--- config.mk ---
export PLATFORM = sky130hd
export DESIGN_NAME = relu_maxpool2x2
export DESIGN_NICKNAME = d
export VERILOG_FILES = /design/src/rtl/cnn_pkg.sv /design/src/rtl/pool_line_buffer.sv /design/src/rtl/relu_maxpool2x2.sv
export SDC_FILE = /design/constraint.sdc
export NUM_CORES = 1
export LEC_CHECK = 0
export CORE_MARGIN = 2
export CORE_UTILIZATION = 45
export CTS_CLUSTER_DIAMETER = 30
export DETAILED_ROUTE_END_ITERATION = 16
export GPL_ROUTABILITY_DRIVEN = 0
export SKIP_CTS_REPAIR_TIMING = 1
export SYNTH_ARGS = -nofsm -noshare
export SYNTH_HDL_FRONTEND = slang
export SYNTH_HIERARCHICAL = 1
export SYNTH_SLANG_ARGS = --single-unit
--- constraint.sdc ---
create_clock -name clk -period 3.7 [get_ports clk]
set_clock_uncertainty 0.05 [all_clocks]
set_input_delay 0.555 -clock clk [delete_from_list [all_inputs] [get_ports clk]]
set_output_delay 0.555 -clock clk [all_outputs]
set_load 0.01 [all_outputs]
--- src/rtl/cnn_pkg.sv ---
// Shared CNN datapath types and helpers: pixel type, signed max and ReLU.
// Used by the pooling stage and reused by the downstream FC stage.
package cnn_pkg;

    localparam int DATA_W_DEFAULT = 8;

    typedef logic signed [DATA_W_DEFAULT-1:0] pixel_t;

    function automatic pixel_t smax(input pixel_t a, input pixel_t b);
        return (a > b) ? a : b;
    endfunction

    function automatic pixel_t relu(input pixel_t x);
        return (x < 0) ? '0 : x;
    endfunction

endpackage

--- src/rtl/pool_line_buffer.sv ---
// Half-row line buffer: DEPTH x DATA_W, one sync write port, one comb read port.
// Ports: clk, wr_en/wr_addr/wr_data (write), rd_addr -> rd_data (read).
module pool_line_buffer
    import cnn_pkg::*;
#(
    parameter int DATA_W = DATA_W_DEFAULT,
    parameter int DEPTH  = 4,
    parameter int AW     = (DEPTH > 1) ? $clog2(DEPTH) : 1
) (
    input  logic                     clk,
    input  logic                     wr_en,
    input  logic [AW-1:0]            wr_addr,
    input  logic signed [DATA_W-1:0] wr_data,
    input  logic [AW-1:0]            rd_addr,
    output logic signed [DATA_W-1:0] rd_data
);

    logic signed [DATA_W-1:0] mem_q [DEPTH];
    logic signed [DATA_W-1:0] mem_d [DEPTH];

    always_comb begin
        mem_d = mem_q;
        if (wr_en) begin
            mem_d[wr_addr] = wr_data;
        end
    end

    // No reset: every entry is written on an even row before it is read.
    always_ff @(posedge clk) begin
        mem_q <= mem_d;
    end

    assign rd_data = mem_q[rd_addr];

endmodule

--- src/rtl/relu_maxpool2x2.sv ---
// Streaming ReLU + 2x2/stride-2 max-pool over a raster-ordered feature map.
// Ports: clk, rst (async active-low), in_valid/in_data -> out_valid/out_data/out_last.
module relu_maxpool2x2
    import cnn_pkg::*;
#(
    parameter int DATA_W = DATA_W_DEFAULT,
    parameter int IMG_W  = 8,
    parameter int IMG_H  = 8
) (
    input  logic                     clk,
    input  logic                     rst,
    input  logic                     in_valid,
    input  logic signed [DATA_W-1:0] in_data,
    output logic                     out_valid,
    output logic signed [DATA_W-1:0] out_data,
    output logic                     out_last
);

    localparam int CW    = (IMG_W > 1) ? $clog2(IMG_W) : 1;
    localparam int RW    = (IMG_H > 1) ? $clog2(IMG_H) : 1;
    localparam int DEPTH = IMG_W / 2;
    localparam int AW    = (DEPTH > 1) ? $clog2(DEPTH) : 1;

    localparam logic [CW-1:0] COL_LAST = CW'(IMG_W - 1);
    localparam logic [RW-1:0] ROW_LAST = RW'(IMG_H - 1);

    logic [CW-1:0] col_q, col_d;
    logic [RW-1:0] row_q, row_d;
    pixel_t        hold_q, hold_d;
    logic          out_valid_q, out_valid_d;
    pixel_t        out_data_q, out_data_d;
    logic          out_last_q, out_last_d;

    pixel_t        r;
    pixel_t        hmax;
    pixel_t        lb_rd;
    logic          lb_we;
    logic [AW-1:0] lb_addr;
    logic          col_end;
    logic          row_end;

    // Pair index within the row; the same slot is written on even rows
    // and read back on the following odd row.
    assign lb_addr = AW'(col_q >> 1);
    assign col_end = (col_q == COL_LAST);
    assign row_end = (row_q == ROW_LAST);
    assign r       = relu(in_data);
    assign hmax    = smax(hold_q, r);

    always_comb begin
        col_d       = col_q;
        row_d       = row_q;
        hold_d      = hold_q;
        lb_we       = 1'b0;
        out_valid_d = 1'b0;
        out_data_d  = out_data_q;
        out_last_d  = 1'b0;
        if (in_valid) begin
            col_d = col_end ? '0 : col_q + 1'b1;
            if (col_end) begin
                row_d = row_end ? '0 : row_q + 1'b1;
            end
            if (!col_q[0]) begin
                hold_d = r;
            end else if (!row_q[0]) begin
                lb_we = 1'b1;
            end else begin
                out_valid_d = 1'b1;
                out_data_d  = smax(lb_rd, hmax);
                out_last_d  = row_end && col_end;
            end
        end
    end

    always_ff @(posedge clk or negedge rst) begin
        if (!rst) begin
            col_q       <= '0;
            row_q       <= '0;
            hold_q      <= '0;
            out_valid_q <= 1'b0;
            out_data_q  <= '0;
            out_last_q  <= 1'b0;
        end else begin
            col_q       <= col_d;
            row_q       <= row_d;
            hold_q      <= hold_d;
            out_valid_q <= out_valid_d;
            out_data_q  <= out_data_d;
            out_last_q  <= out_last_d;
        end
    end

    pool_line_buffer #(
        .DATA_W (DATA_W),
        .DEPTH  (DEPTH),
        .AW     (AW)
    ) u_lb (
        .clk     (clk),
        .wr_en   (lb_we),
        .wr_addr (lb_addr),
        .wr_data (hmax),
        .rd_addr (lb_addr),
        .rd_data (lb_rd)
    );

    assign out_valid = out_valid_q;
    assign out_data  = out_data_q;
    assign out_last  = out_last_q;

endmodule

==> results_dict.tcl <==
set metrics [dict create \
    wl_um 6950 \
    outcome "finished, violations left" \
    slew-limit-headroom_pct 25.3 \
    p_sw_uw 1120 \
    track_usage_pct 19.6 \
    r2r_start "hold_q[6]" \
    finalHoldViolations 0 \
    synth_xor_area_share_pct 0 \
    num_vias 2218 \
    path_cells "clkdlybuf4s50_1, nor2b_1, ha_1, and4_4, nand2_2, o2111ai_2, or3_4, inv_4, ha_4, and4b_2, o2111ai_4, a221oi_4, nand2b_4, o221ai_2" \
    maxSlewViolCount 0 \
    clock_sinks 55 \
    core-area_um2 6420 \
    p_comb_share_pct 52.8 \
    switching_share_pct 37.9 \
    ff2ff_setup_slack_ns 0.25 \
    tns_ns 0 \
    dieArea_um2 7350 \
    critical_path.slowest_cell "clkdlybuf4s50_1" \
    sequentialPowerShare_pct 33.3 \
    clock_path_buffers 2 \
    synthMuxAreaShare_pct 7.86 \
    drive_above_1_share_pct 34.5 \
    hp-class "reg2reg" \
    insertion_delay_ns 0.31 \
    crit_path_max_incr_delay_ns 0.45 \
    fin_crit_sh_pct 97.0 \
    synth_seq_cells 55 \
    grt_overflow 0 \
    power_density_nw_per_um2 741 \
    endpoint_kind "register" \
    vias_per_cell 5.78 \
    stdcell_area_um2 3980 \
    syn_to_final_growth_pct 32.2 \
    cellLeakagePower_uw 0.00168 \
    ys_warn_count 6 \
    antenna_left 0 \
    synth_fa_ha_area_share_pct 7.49 \
    drtIter0Drc 137 \
    holdCritStartpoint "out_data[5]" \
    worstSetupPathType "in2reg" \
    synthSimpleGateAreaFrac_pct 16.6 \
    syn-instance-count 247 \
    stdcell_count 384 \
    crit_arrival_ns 3.73 \
    worst_pin_slew_ns 1.12 \
    hold_slack_ns 0.456 \
    grt_pass1_vias 2228 \
    placed_area_um2 3540 \
    hold-path-cell-count 2 \
    cts.reportedPaths.clkPinSlew_ns 0.10 \
    grt_start_max_net_pins 24 \
    timing.rr.end "out_data[0]" \
    port_buffers 20 \
    rows 29 \
    min_to "out_data[5]" \
    cp.required_ns 3.85 \
    nets 335 \
    p_total_uw 2940 \
    post-route-drc-count 1 \
    max_freq_mhz 279 \
    cts_root_buffer "clkbuf_8" \
    num_antenna_cells 0 \
    finalSetupViolCount 0 \
    initial_core_util_pct 46.8 \
    htreeDepth 2 \
    die_x_um 85.8 \
    syn-mean-instance-area_um2 12.2 \
    synth.yosys.seq_area_share_pct 51.1 \
    internal_power_uw 1830 \
    die_h_um 85.8 \
    synth_area_um2 3010 \
    ios 21 \
    synth_top_family_by_area "simple AND/OR/NAND/NOR gates" \
    synth_compound_area_share_pct 12.1 \
    hpwl_um 4790 \
    synth_cell_types 40 \
    cts_buffers 5 \
    clkPwrFrac_pct 13.9 \
    crit_fanout 7 \
    grt_pass1_wl_um 11100 \
    post-route-min-period_ns 3.59 \
    reg2reg_depth 13 \
    violations "design-rule violations" \
    wl_per_cell_um 18.1 \
    irDropWorstVdd_mv 0.502 \
    dp_cells 374 \
    startpoint_type "primary input" \
    dr.pass1.iters 10 \
    antenna_found_initial 0 \
    drv_cap 0 \
    cts_tree "done" \
]
[registers in the layout, indices dropped and copies added (netlist names)]
signal and cells:
col_q 3, out_last 1, row_q 3, out_valid 1, u_lb/mem_q 32, out_data 8
hold_q 7
[logic make-up after synthesis]
group,Yosys count
compound gates,50
fa+ha+maj,18
buf+inv,29
flops,55
mux,13
other cells,1
simple gates,81
[placed cells by master, fill, tap and decap left out, types with 6 or more instances in the layout]
cell and n:
and3_1 7, ha_4 6, o211ai_1 15, inv_1 14, nand3_1 8, nand2_1 15, edfxtp_1 32, dlymetal6s2s_1 6
clkdlybuf4s50_1 14, o21ai_0 7, o221ai_2 7, a21oi_1 7, nand2b_4 6, mux4_2 8, buf_4 38, nor3_1 7
ha_1 12, dfrtp_1 23
[Yosys cell counts]
cell type,count,share of area [%]
edfxtp_1,32,32
dfrtp_1,23,19
ha_1,18,7.5
nand2_1,17,2.1
o211ai_1,15,3.7
inv_1,14,1.7
nand2b_1,9,1.9
nand3_1,9,1.5
and3_1,8,1.7
mux4_2,8,6.0
a21oi_1,7,1.2
nor3_1,7,1.2
o2111ai_1,7,2.0
o21ai_0,7,1.2
o221ai_1,7,2.0
clkbuf_1,6,0.75
or4_1,6,1.5
mux2_2,5,1.9
buf_6,4,1.5
nor2b_1,4,0.83
nor3_2,4,1.3
a21o_1,3,0.75
and4_1,3,0.87
a221oi_1,2,0.58
and3b_1,2,0.58
and4b_1,2,0.67
inv_2,2,0.25
nand4_1,2,0.42
nor2_1,2,0.25
or3_4,2,0.75
a2111oi_0,1,0.29
a21o_2,1,0.29
and2_1,1,0.21
and3_2,1,0.25
buf_2,1,0.17
buf_4,1,0.25
clkbuf_2,1,0.17
conb_1,1,0.12
nor3b_1,1,0.25
or4b_1,1,0.33
[through the flow]
stage	utilization [%]	setup WS, ns
after CTS	56.9	-0.256
after detailed placement	55.2	-0.575
final	61.9	0.111
after floorplan	-	0.0957
after global placement	55.2	-0.467
after global routing	61.9	-0.0442
[area by class of cell]
cell class,count,area (µm²)
clock inverter,2,38.8
clock buffer,6,72.6
fill,507,2450
timing repair buffer,62,554
tap,77,96.3
sequential,55,1540
multi-input combinational,166,1620
inverter,16,62.6
[worst max-delay path by stage]
stage / from / end / slack (ns) / cells after the start
after floorplan: in_data[7] / out_data[0] / 0.1 / 14
after global placement: in_data[7] / out_data[1] / -0.47 / 14
after detailed placement: in_data[7] / out_data[3] / -0.58 / 14
after CTS: in_data[7] / out_data[0] / -0.26 / 14
after global routing: in_data[0] / out_data[0] / -0.04 / 15
final: in_data[0] / out_data[0] / 0.11 / 14
[power groups by stage]
stage          clock network, µW  logic [µW]  registers (µW)
5_1_grt                      435        1700            1010
6_report                     408        1560             981
2_1_floorplan                  0         791             930
3_3_place_gp                   0        1230             987
3_5_place_dp                   0        1240             991
4_1_cts                      415        1250             982
[critical path: cells and delay by family]
kind / cells / cell delay (ns)
fa+ha+maj: 2 / 0.40
buf+inv: 2 / 0.52
simple gates: 6 / 1.51
compound gates: 4 / 0.73
[layer usage]
layer	global-route usage [%]	vias up	part of all wire [%]
met2	30.4	39	47
met1	28.6	1100	48
met4	5.48	0	1.0
met3	3.18	4	3.9
met5	0	-	0
li1	-	1075	-
No activity file was read; power rests on OpenSTA's default activity.
